[src/rtl/hilo_div.sv]
// Multi-cycle 32-bit restoring divider for the HI/LO unit (DIV/DIVU).
// Produces one quotient bit per clock and issues a single-cycle HI/LO write pulse.
module hilo_div (
  input  logic        clk,
  input  logic        rst,
  input  logic        start_i,
  input  logic        signed_div_i,
  input  logic [31:0] opdata1_i,
  input  logic [31:0] opdata2_i,
  input  logic        annul_i,
  output logic [31:0] hi_o,
  output logic [31:0] lo_o,
  output logic        whilo_o,
  output logic        ready_o,
  output logic        busy_o
);

  typedef enum logic [1:0] {
    S_FREE   = 2'd0,
    S_BYZERO = 2'd1,
    S_ON     = 2'd2,
    S_END    = 2'd3
  } state_t;

  state_t      r_state;
  logic [5:0]  r_cnt;
  logic [31:0] r_quo;
  logic [32:0] r_rem;
  logic [31:0] r_div;
  logic        r_neg_q;
  logic        r_neg_r;

  logic [33:0] w_sub;
  logic [32:0] w_keep;
  logic [32:0] w_rem_nx;
  logic [31:0] w_quo_nx;
  logic        w_fits;

  // Two's-complement negation when en is set, pass-through otherwise.
  function automatic logic [31:0] cond_neg(input logic [31:0] v, input logic en);
    logic [31:0] res;
    if (en) begin
      res = ~v + 32'd1;
    end else begin
      res = v;
    end
    return res;
  endfunction

  // One restoring step: shift in the next dividend bit, subtract if the divisor fits.
  always_comb begin
    w_sub    = {1'b0, r_rem, r_quo[31]} - {2'b00, r_div};
    w_keep   = {r_rem[31:0], r_quo[31]};
    w_fits   = ~w_sub[33];
    w_rem_nx = w_keep;
    w_quo_nx = {r_quo[30:0], 1'b0};
    if (w_fits) begin
      w_rem_nx = w_sub[32:0];
      w_quo_nx = {r_quo[30:0], 1'b1};
    end else begin
      w_rem_nx = w_keep;
      w_quo_nx = {r_quo[30:0], 1'b0};
    end
  end

  // Control FSM, datapath registers and registered outputs.
  always_ff @(posedge clk) begin
    if (rst) begin
      r_state <= S_FREE;
      r_cnt   <= 6'd0;
      r_quo   <= 32'd0;
      r_rem   <= 33'd0;
      r_div   <= 32'd0;
      r_neg_q <= 1'b0;
      r_neg_r <= 1'b0;
      hi_o    <= 32'd0;
      lo_o    <= 32'd0;
      whilo_o <= 1'b0;
      ready_o <= 1'b0;
      busy_o  <= 1'b0;
    end else begin
      case (r_state)
        S_FREE: begin
          whilo_o <= 1'b0;
          ready_o <= 1'b0;
          if (start_i && !annul_i) begin
            // Signed operands are reduced to magnitudes; signs are reapplied at the end.
            r_neg_q <= signed_div_i & (opdata1_i[31] ^ opdata2_i[31]);
            r_neg_r <= signed_div_i & opdata1_i[31];
            r_quo   <= cond_neg(opdata1_i, signed_div_i & opdata1_i[31]);
            r_div   <= cond_neg(opdata2_i, signed_div_i & opdata2_i[31]);
            r_rem   <= 33'd0;
            r_cnt   <= 6'd0;
            busy_o  <= 1'b1;
            r_state <= (opdata2_i == 32'd0) ? S_BYZERO : S_ON;
          end else begin
            busy_o  <= 1'b0;
          end
        end
        S_BYZERO: begin
          if (annul_i) begin
            busy_o  <= 1'b0;
            r_state <= S_FREE;
          end else begin
            hi_o    <= 32'd0;
            lo_o    <= 32'd0;
            whilo_o <= 1'b1;
            ready_o <= 1'b1;
            r_state <= S_END;
          end
        end
        S_ON: begin
          if (annul_i) begin
            busy_o  <= 1'b0;
            r_cnt   <= 6'd0;
            r_state <= S_FREE;
          end else begin
            r_quo <= w_quo_nx;
            r_rem <= w_rem_nx;
            r_cnt <= r_cnt + 6'd1;
            if (r_cnt == 6'd31) begin
              lo_o    <= cond_neg(w_quo_nx, r_neg_q);
              hi_o    <= cond_neg(w_rem_nx[31:0], r_neg_r);
              whilo_o <= 1'b1;
              ready_o <= 1'b1;
              r_state <= S_END;
            end
          end
        end
        S_END: begin
          whilo_o <= 1'b0;
          ready_o <= 1'b0;
          busy_o  <= 1'b0;
          r_cnt   <= 6'd0;
          r_state <= S_FREE;
        end
        default: begin
          whilo_o <= 1'b0;
          ready_o <= 1'b0;
          busy_o  <= 1'b0;
          r_cnt   <= 6'd0;
          r_state <= S_FREE;
        end
      endcase
    end
  end

endmodule

[config.mk]
export PLATFORM = sky130hd
export DESIGN_NAME = hilo_div
export DESIGN_NICKNAME = d
export VERILOG_FILES = /design/src/rtl/hilo_div.sv
export SDC_FILE = /design/constraint.sdc
export NUM_CORES = 1
export LEC_CHECK = 0
export CELL_PAD_IN_SITES_DETAIL_PLACEMENT = 0
export CELL_PAD_IN_SITES_GLOBAL_PLACEMENT = 2
export CORE_MARGIN = 8
export CORE_UTILIZATION = 33
export DETAILED_ROUTE_END_ITERATION = 8
export HOLD_SLACK_MARGIN = 0.15
export PLACE_DENSITY = 0.88
export SYNTH_ARGS = -nofsm -noshare
export SYNTH_HDL_FRONTEND = slang
export SYNTH_SLANG_ARGS = --single-unit
[constraint.sdc]
create_clock -name clk -period 5.2 [get_ports clk]
set_input_delay 1.56 -clock clk [delete_from_list [all_inputs] [get_ports clk]]
set_output_delay 1.56 -clock clk [all_outputs]
set_load 0.1 [all_outputs]
==> impl_metrics.env, run 1 <==
export IMPL_status="finished clean"
export IMPL_overflow=0
export IMPL_layout_common_cells="256 x nand2_1, 174 x nor2_1, 173 x dfxtp_1"
export IMPL_hold_class="flip-flop to flip-flop"
export IMPL_drt_initial_drc_count=924
export IMPL_num_vias=11400
export IMPL_power_leakage_uw=0.00513
export IMPL_grt_pass1_vias=10800
export IMPL_min_from="hi_o[22]$_SDFFE_PP0P_"
export IMPL_die_y_um=204
export IMPL_coreArea_sq_um=34600
export IMPL_synth_seq_cells=173
export IMPL_final_cells=2129
export IMPL_max_clock_path_buffers=2
export IMPL_end_kind="flip-flop"
export IMPL_p_switching_uw=2330
export IMPL_cap_viol_max_count=0
export IMPL_slew_headroom_pct=23.0
export IMPL_grt_max_degree=79
export IMPL_slowest_delay_ns=0.43
export IMPL_grt_use_total_pct=18.5
export IMPL_synth_mux_area_share_pct=1.40
export IMPL_cts_tree="yes"
export IMPL_place_inst=2099
export IMPL_yosys_area_share_adder_pct=4.58
export IMPL_syn_nets=1696
export IMPL_path_cells="ha_1, a21o_1, a31oi_1, nand2_1, and4_1, o21ai_2, a21oi_1, o21a_2, mux2i_1, ha_1, and3_1, nand2_1, nor3_1, mux2i_1, a211o_4, o31ai_1, xor2_1, o21ai_1"
export IMPL_cts_hold_buf=0
export IMPL_cts_resized=0
export IMPL_drive_above_1_share_pct=4.66
export IMPL_num_nets_final=1774
export IMPL_r2r_end="hi_o[26]$_SDFFE_PP0P_"
export IMPL_fin_tns_setup_ns=0
export IMPL_io_buffers=135
export IMPL_synth_distinct_cells=76
export IMPL_avgSynthCellArea_sq_um=7.34
export IMPL_r2r_slack_ns=0.68
export IMPL_layout_commonest_cell="nand2_1"
export IMPL_wl_um=38900
export IMPL_via_per_inst=5.34
export IMPL_synth_simple_area_share_pct=22.5
export IMPL_path_class="flip-flop to flip-flop"
export IMPL_cts_sinks=173
export IMPL_clk_latency_ns=0.45
export IMPL_power_frac_seq_pct=29.2
export IMPL_cpMaxStageDelayCell="ha_1"
export IMPL_cts_buffers=17
export IMPL_slew_viol_final=0
export IMPL_start_util_pct=33.6
export IMPL_synthFlopType="dfxtp_1"
export IMPL_dieArea_sq_um=41500
export IMPL_worstRegToRegCells=18
export IMPL_area_growth_syn_to_layout_pct=19.9
export IMPL_syn_area_sq_um=11600
export IMPL_ir_drop_mv=0.262
export IMPL_ant_nets=0
export IMPL_period_needed_ns=4.52
export IMPL_io_pins=136
export IMPL_power_frac_clock_pct=25.4
export IMPL_cp_start_kind="flip-flop"
export IMPL_final_core_util_pct=40.3
export IMPL_power_density_nw_per_um2=392
export IMPL_period_share_pct=87.0
export IMPL_yosysSeqAreaShare_pct=29.8
export IMPL_hold_viol_final=0
export IMPL_synth_async_sr_flop_share_pct=0
export IMPL_chipWidth_um=204
export IMPL_synth_compound_area_share_pct=25.9
export IMPL_cp_arrival_ns=4.81
export IMPL_first_pass_iters=7
export IMPL_fmax_mhz=221
export IMPL_wl_per_cell_um=18.3
export IMPL_netlist_instances=1585
export IMPL_critPathMaxFanout=8
export IMPL_synthXorXnorAreaFrac_pct=10.5
export IMPL_dpl_cell_area_sq_um=13300
export IMPL_synth_yosys_warnings=0
export IMPL_setup_viol=0
export IMPL_grt_pass1_wl_um=61500
export IMPL_postCtsSetupBuffers=0
export IMPL_gp_congestion=0.887
export IMPL_synth_top_family_by_area="compound AO/OA/AOI/OAI gates"
export IMPL_multi_input_area_sq_um=7580
export IMPL_cts_root_buffer="clkbuf_16"
export IMPL_clk_pin_slew_ns=0.07
export IMPL_htree_levels=4
export IMPL_antenna_found_initial=0
export IMPL_critPathRequiredTime_ns=5.49
export IMPL_fin_area_sq_um=14000
export IMPL_holdPathStages=2
export IMPL_skew_ns=0.0107
export IMPL_worst_slew_pin_slew_ns=1.16
export IMPL_seqCellArea_sq_um=3460
export IMPL_drc=0
export IMPL_pwr_share_comb_pct=45.4
export IMPL_rsz0062_at_grt="no"
export IMPL_fill_cells=3563
export IMPL_post_dp_hpwl_um=30000
export IMPL_power_switching_share_pct=42.7
export IMPL_rr_startpoint="r_rem[3]$_SDFFE_PP0P_"
export IMPL_n_antenna_cell=0
export IMPL_num_rows=68
export IMPL_synth_edf_count=0
export IMPL_min_to="hi_o[22]$_SDFFE_PP0P_"
export IMPL_power_internal_uw=3130
## stage by stage
stage	total power [uW]	setup slack [ns]	hold slack [ns]
finish	5460	0.679	0.447
global placement	4080	0.752	0.439
CTS	5480	0.768	0.450
global route	5830	0.365	0.477
detailed placement	4080	0.579	0.440
floorplan	3370	0.781	0.432
## worst max-delay path by stage
stage / from / end / slack [ns] / depth (start not counted)
floorplan: r_rem[3]$_SDFFE_PP0P_ / hi_o[26]$_SDFFE_PP0P_ / 0.78 / 25
global placement: opdata2_i[4] / r_div[29]$_SDFFE_PP0P_ / 0.75 / 9
detailed placement: opdata1_i[0] / r_quo[30]$_SDFFE_PP0P_ / 0.58 / 13
CTS: r_rem[3]$_SDFFE_PP0P_ / hi_o[26]$_SDFFE_PP0P_ / 0.77 / 20
global route: r_rem[3]$_SDFFE_PP0P_ / hi_o[26]$_SDFFE_PP0P_ / 0.36 / 18
finish: r_rem[3]$_SDFFE_PP0P_ / hi_o[26]$_SDFFE_PP0P_ / 0.68 / 18
## synthesized netlist by cell type, drive strengths merged, types with 5 or more instances
| cell type | n | area share [%] |
|---|---|---|
| or3 | 16 | 0.86 |
| nor2b | 11 | 0.59 |
| o31ai | 23 | 1.6 |
| buf | 22 | 1.1 |
| ha | 41 | 4.4 |
| nor2 | 178 | 5.8 |
| o21bai | 5 | 0.32 |
| o21ai | 136 | 5.9 |
| a21o | 17 | 1.1 |
| or4 | 8 | 0.52 |
| and3 | 8 | 0.43 |
| xnor2 | 75 | 5.6 |
| a21oi | 109 | 4.7 |
| nand3 | 16 | 0.69 |
| a311oi | 6 | 0.45 |
| a22oi | 53 | 3.4 |
| nand2 | 256 | 8.3 |
| or2 | 5 | 0.27 |
| nor4 | 15 | 0.81 |
| inv | 59 | 1.9 |
| a211oi | 31 | 2.0 |
| o211ai | 12 | 0.82 |
| clkbuf | 72 | 2.3 |
| xor2 | 64 | 4.8 |
| o41ai | 12 | 1.0 |
| a22o | 5 | 0.38 |
| nand2b | 17 | 0.91 |
| and2 | 8 | 0.43 |
| o21a | 11 | 0.71 |
| mux2i | 14 | 1.2 |
| dfxtp | 173 | 30 |
| and4 | 5 | 0.38 |
| a31oi | 10 | 0.54 |
| nor3 | 35 | 1.5 |
| nand4 | 10 | 0.54 |
## power groups by stage
stage / sequential [uW] / clock [uW] / combinational (uW)
detailed placement: 1620 / 0 / 2460
global placement: 1620 / 0 / 2460
CTS: 1590 / 1430 / 2470
finish: 1590 / 1390 / 2480
floorplan: 1600 / 0 / 1770
global route: 1610 / 1480 / 2740
## sequential cells by signal, indices dropped and copies added, names as in the netlist
name / cells
r_rem: 33
hi_o: 32
lo_o: 32
r_div: 32
r_quo: 32
r_cnt: 6
r_state: 2
busy_o: 1
r_neg_q: 1
r_neg_r: 1
ready_o: 1
## routing by layer
layer / vias up / global-route usage (%) / wire length (um)
met1: 5313 / 25.8 / 19200
met5: - / 0 / 0
met4: 0 / 5.54 / 759
met3: 45 / 3.24 / 1740
li1: 5732 / - / -
met2: 276 / 28.6 / 17200
## cells by family (layout without fill, tap and decap cells)
logic type               after synthesis  count (layout)
flip-flops                           173             173
AND/OR/NAND/NOR                      596             596
multiplexers                          16              16
adder cells (fa/ha/maj)               42              42
buffers and inverters                153             242
XOR/XNOR                             139             139
AO/OA/AOI/OAI                        466             466
## cell type report
cell class | instances | share of cell area [%]
multi-input cells | 1259 | 54.3
flip-flops and latches | 173 | 24.8
repair buffers | 153 | 10.7
well taps | 455 | 4.08
clock buffers | 20 | 3.27
inverters | 59 | 1.59
clock inverters | 10 | 1.17
## worst max-delay path, delay by kind of cell (launching register included)
kind | cells | cell delay [ns]
AND/OR/NAND/NOR | 5 | 0.93
AO/OA/AOI/OAI | 8 | 1.84
XOR/XNOR | 1 | 0.17
flip-flops | 1 | 0.36
adder cells (fa/ha/maj) | 2 | 0.69
multiplexers | 2 | 0.38
Power figures use the tool's default switching activity.
==> run 2: changes to the inputs <==
--- a/config.mk
+++ b/config.mk
@@ -12,6 +12,7 @@
 export DETAILED_ROUTE_END_ITERATION = 8
 export HOLD_SLACK_MARGIN = 0.15
 export PLACE_DENSITY = 0.88
+export REMOVE_ABC_BUFFERS = 1
 export SYNTH_ARGS = -nofsm -noshare
 export SYNTH_HDL_FRONTEND = slang
 export SYNTH_SLANG_ARGS = --single-unit
==> impl_metrics.env, run 2 (synthesis results as in run 1) <==
export IMPL_critPathMaxFanout=9
export IMPL_grt_use_total_pct=18.1
export IMPL_dieArea_sq_um=41500
export IMPL_cts_root_buffer="clkbuf_16"
export IMPL_htree_levels=4
export IMPL_chipWidth_um=204
export IMPL_regMostFlops="r_rem"
export IMPL_power_leakage_uw=0.00513
export IMPL_path_class="flip-flop to flip-flop"
export IMPL_drive_above_1_share_pct=5.00
export IMPL_cts_sinks=173
export IMPL_ir_drop_mv=0.218
export IMPL_wl_per_cell_um=17.9
export IMPL_layout_common_cells="256 x nand2_1, 174 x nor2_1, 173 x dfxtp_1"
export IMPL_hold_viol_final=0
export IMPL_ant_nets=0
export IMPL_postCtsSetupBuffers=0
export IMPL_slew_viol_final=0
export IMPL_via_per_inst=5.32
export IMPL_fmax_mhz=218
export IMPL_p_switching_uw=2350
export IMPL_num_vias=11400
export IMPL_gp_congestion=0.889
export IMPL_grt_pass1_wl_um=60800
export IMPL_cts_resized=0
export IMPL_die_y_um=204
export IMPL_num_rows=68
export IMPL_slew_headroom_pct=22.4
export IMPL_setup_viol=0
export IMPL_cts_buffers=17
export IMPL_end_kind="flip-flop"
export IMPL_hold_class="flip-flop to flip-flop"
export IMPL_busiest_layer="met2"
export IMPL_cp_start_kind="flip-flop"
export IMPL_power_frac_clock_pct=24.4
export IMPL_layout_commonest_cell="nand2_1"
export IMPL_wl_um=38300
export IMPL_n_antenna_cell=0
export IMPL_rsz0062_at_grt="no"
export IMPL_start_util_pct=33.6
export IMPL_power_frac_seq_pct=29.5
export IMPL_cp_arrival_ns=4.90
export IMPL_skew_ns=0.0140
export IMPL_cts_hold_buf=0
export IMPL_met3_usage_pct=3.00
export IMPL_post_dp_hpwl_um=28900
export IMPL_period_share_pct=88.1
export IMPL_power_switching_share_pct=43.8
export IMPL_clk_latency_ns=0.44
export IMPL_cts_tree="yes"
export IMPL_coreArea_sq_um=34600
export IMPL_grt_pass1_vias=11000
export IMPL_grt_met2_usage_pct=30.8
export IMPL_power_total_uw=5350
export IMPL_max_clock_path_buffers=2
export IMPL_multi_input_area_sq_um=7590
export IMPL_cap_viol_max_count=0
export IMPL_status="finished clean"
export IMPL_power_internal_uw=3010
export IMPL_seqCellArea_sq_um=3460
export IMPL_clk_pin_slew_ns=0.08
export IMPL_io_pins=136
export IMPL_io_buffers=135
export IMPL_num_nets_final=1779
export IMPL_grt_max_degree=77
export IMPL_first_pass_iters=5
export IMPL_area_growth_syn_to_layout_pct=19.8
export IMPL_overflow=0
export IMPL_hold_slack_ns=0.446
export IMPL_critPathRequiredTime_ns=5.52
export IMPL_largest_register_ffs=33
export IMPL_fill_cells=3640
export IMPL_antenna_found_initial=2
export IMPL_pwr_share_comb_pct=46.0
export IMPL_period_needed_ns=4.58
export IMPL_drc=0
export IMPL_worst_slew_pin_slew_ns=1.15
export IMPL_power_density_nw_per_um2=384
export IMPL_use_met1_pct=23.5
export IMPL_drt_initial_drc_count=595
run 2: stage by stage:
step	TNS [ns]	setup slack [ns]	instance area [sq um]	cells	util [%]
after floorplan	-0.765	-0.199	11200	1491	-
after global placement	0	0.610	13400	2104	38.6
after detailed placement	0	0.547	13400	2104	38.6
after CTS	0	0.638	13900	2135	40.3
after global routing	0	0.186	13900	2135	40.3
final	0	0.618	13900	2135	40.3
run 2: path summary, 6_finish.rpt:
check	end	from	slack, ns	cells past startpoint
setup / recovery	hi_o[26]$_SDFFE_PP0P_	r_rem[11]$_SDFFE_PP0P_	0.62	20
hold / removal	hi_o[26]$_SDFFE_PP0P_	hi_o[26]$_SDFFE_PP0P_	0.45	2
setup reg to reg	hi_o[26]$_SDFFE_PP0P_	r_rem[11]$_SDFFE_PP0P_	0.62	20
hold reg to reg	hi_o[26]$_SDFFE_PP0P_	hi_o[26]$_SDFFE_PP0P_	0.45	2
run 2: power by group through the flow:
stage,registers (uW),clock network (uW),logic [uW]
6_report,1580,1310,2460
3_5_place_dp,1610,0,2460
2_1_floorplan,1620,0,1680
5_1_grt,1600,1390,2730
4_1_cts,1580,1340,2470
3_3_place_gp,1610,0,2470
run 2: cell type report:
type	count	area share, %
Clock buffer	21	3.38
Clock inverter	10	0.754
Timing Repair Buffer	158	10.9
Multi-Input combinational cell	1259	54.4
Sequential cell	173	24.8
Tap cell	455	4.08
Inverter	59	1.59
run 2: worst max-delay path, cell delays in order, from the launching register on:
cell	delay, ns
dfxtp_1	0.47
ha_1	0.36
a21oi_1	0.39
o211ai_1	0.15
nand2_1	0.10
nand3_1	0.16
o21ai_2	0.25
a21oi_1	0.15
o21a_2	0.28
inv_2	0.15
o21ai_0	0.15
inv_1	0.09
ha_1	0.21
and3_1	0.20
nand2_1	0.08
nor3_1	0.19
mux2i_1	0.14
a211o_4	0.37
o31ai_1	0.31
xor2_1	0.18
o21ai_1	0.06
run 2: routing by layer:
| metal | up-vias | share of wire (%) |
|---|---|---|
| li1 | 5761 | - |
| met1 | 5352 | 46 |
| met2 | 204 | 49 |
| met3 | 31 | 3.7 |
| met4 | 4 | 1.4 |
| met5 | - | 0.070 |
==> run 3: changes to the inputs <==
--- a/config.mk
+++ b/config.mk
@@ -7,7 +7,7 @@
 export LEC_CHECK = 0
 export CELL_PAD_IN_SITES_DETAIL_PLACEMENT = 0
 export CELL_PAD_IN_SITES_GLOBAL_PLACEMENT = 2
-export CORE_MARGIN = 8
+export CORE_MARGIN = 2
 export CORE_UTILIZATION = 33
 export DETAILED_ROUTE_END_ITERATION = 8
 export HOLD_SLACK_MARGIN = 0.15
==> impl_metrics.env, run 3 (synthesis results as in run 1) <==
export IMPL_wl_met3_um=1790
export IMPL_path_class="flip-flop to flip-flop"
export IMPL_grt_use_total_pct=21.1
export IMPL_largest_register_ffs=33
export IMPL_grt_pass1_wl_um=60800
export IMPL_fin_area_sq_um=14000
export IMPL_end_kind="flip-flop"
export IMPL_critPathMaxFanout=5
export IMPL_cts_root_buffer="clkbuf_16"
export IMPL_place_inst=2103
export IMPL_io_buffers=135
export IMPL_htree_levels=4
export IMPL_cts_buffers=17
export IMPL_power_internal_uw=3040
export IMPL_skew_ns=0.0149
export IMPL_antenna_found_initial=3
export IMPL_grt_pass1_vias=11000
export IMPL_hold_slack_ns=0.447
export IMPL_cp_arrival_ns=4.84
export IMPL_power_density_nw_per_um2=388
export IMPL_fmax_mhz=222
export IMPL_area_growth_syn_to_layout_pct=20.0
export IMPL_period_needed_ns=4.51
export IMPL_drt_initial_drc_count=721
export IMPL_wl_met1_um=17400
export IMPL_ir_drop_mv=0.256
export IMPL_cp_common_cell="inv_1"
export IMPL_power_switching_share_pct=43.8
export IMPL_num_nets_final=1778
export IMPL_max_clock_path_buffers=2
export IMPL_cpMaxStageDelayCell="a221oi_1"
export IMPL_slowest_delay_ns=0.56
export IMPL_dpl_cell_area_sq_um=13400
export IMPL_pwr_share_comb_pct=45.7
export IMPL_overflow=0
export IMPL_cts_resized=0
export IMPL_slew_headroom_pct=21.5
export IMPL_path_cells="inv_1, ha_1, inv_1, fa_1, a21o_1, a221oi_1, o21bai_1, o21ai_1, inv_1, nor4bb_1, nand4b_1, mux2i_1, o211ai_1, o41ai_2, xor2_1, o21ai_1"
export IMPL_hold_class="flip-flop to flip-flop"
export IMPL_postCtsSetupBuffers=0
export IMPL_chipWidth_um=192
export IMPL_drc=0
export IMPL_dieArea_sq_um=36800
export IMPL_period_share_pct=86.8
export IMPL_fill_cells=3631
export IMPL_num_rows=68
export IMPL_critical_path_buf_inv_count=3
export IMPL_power_leakage_uw=0.00515
export IMPL_hold_viol_final=0
export IMPL_finalWorstSetupSlack_ns=0.686
export IMPL_drive_above_1_share_pct=5.06
export IMPL_io_pins=136
export IMPL_power_frac_clock_pct=25.1
export IMPL_cts_sinks=173
export IMPL_cts_tree="yes"
export IMPL_critPathRequiredTime_ns=5.53
export IMPL_clk_pin_slew_ns=0.08
export IMPL_cap_viol_max_count=0
export IMPL_wl_met2_um=17900
export IMPL_slew_viol_final=0
export IMPL_cts_hold_buf=0
export IMPL_coreArea_sq_um=34600
export IMPL_fin_tns_setup_ns=0
export IMPL_die_y_um=192
export IMPL_multi_input_area_sq_um=7590
export IMPL_p_switching_uw=2370
export IMPL_layout_commonest_cell="nand2_1"
export IMPL_gp_congestion=0.875
export IMPL_regMostFlops="r_rem"
export IMPL_layout_common_cells="256 x nand2_1, 174 x nor2_1, 173 x dfxtp_1"
export IMPL_power_frac_seq_pct=29.2
export IMPL_status="finished clean"
export IMPL_num_vias=11400
export IMPL_setup_viol=0
export IMPL_wl_per_cell_um=17.9
export IMPL_final_cells=2136
export IMPL_first_pass_iters=8
export IMPL_pre_cts_ws_ns=0.611
export IMPL_ant_nets=0
export IMPL_grt_max_degree=73
export IMPL_rsz0062_at_grt="no"
export IMPL_path_delay_family="compound AO/OA/AOI/OAI gates"
export IMPL_via_per_inst=5.34
export IMPL_seqCellArea_sq_um=3460
export IMPL_wl_um=38300
export IMPL_worst_slew_pin_slew_ns=1.16
export IMPL_cp_start_kind="flip-flop"
export IMPL_start_util_pct=33.6
export IMPL_highest_layer="met5"
export IMPL_clk_latency_ns=0.45
export IMPL_post_dp_hpwl_um=28800
[run 3: final cells by class]
type	instances	share of cell area (%)
Antenna cell	1	0.0179
Clock buffer	19	3.24
Clock inverter	13	1.08
Inverter	59	1.59
Multi-Input combinational cell	1259	54.3
Sequential cell	173	24.8
Tap cell	455	4.08
Timing Repair Buffer	157	10.8
[run 3: worst paths after layout]
| check | startpoint | to | slack [ns] | cells past startpoint |
|---|---|---|---|---|
| setup / recovery | r_quo[31]$_SDFFE_PP0P_ | hi_o[31]$_SDFFE_PP0P_ | 0.69 | 16 |
| hold / removal | hi_o[26]$_SDFFE_PP0P_ | hi_o[26]$_SDFFE_PP0P_ | 0.45 | 2 |
| setup reg to reg | r_quo[31]$_SDFFE_PP0P_ | hi_o[31]$_SDFFE_PP0P_ | 0.69 | 16 |
| hold reg to reg | hi_o[26]$_SDFFE_PP0P_ | hi_o[26]$_SDFFE_PP0P_ | 0.45 | 2 |
[run 3: metrics by stage]
step	utilization, %	total power, uW
after floorplan	-	3290
after global placement	38.6	4080
after detailed placement	38.6	4070
after CTS	40.3	5450
after global routing	40.3	5800
final	40.3	5410
[run 3: layer usage]
layer	vias to the layer above	track usage [%]
met2	274	35.0
met3	69	3.60
met5	-	0
met4	4	8.46
met1	5307	27.1
li1	5742	-
[run 3: worst register-to-register path, stage by stage (launching register included)]
cell and delay, ns:
dfxtp_1 0.34, inv_1 0.09, ha_1 0.19, inv_1 0.07
fa_1 0.40, a21o_1 0.21, a221oi_1 0.56, o21bai_1 0.22
o21ai_1 0.30, inv_1 0.10, nor4bb_1 0.46, nand4b_1 0.17
mux2i_1 0.40, o211ai_1 0.33, o41ai_2 0.31, xor2_1 0.19
o21ai_1 0.07
[run 3: power by group through the flow]
stage / logic (uW) / clock network, uW / registers (uW)
finish: 2470 / 1360 / 1580
CTS: 2480 / 1390 / 1580
global route: 2740 / 1460 / 1600
detailed placement: 2460 / 0 / 1610
global placement: 2480 / 0 / 1610
floorplan: 1680 / 0 / 1620
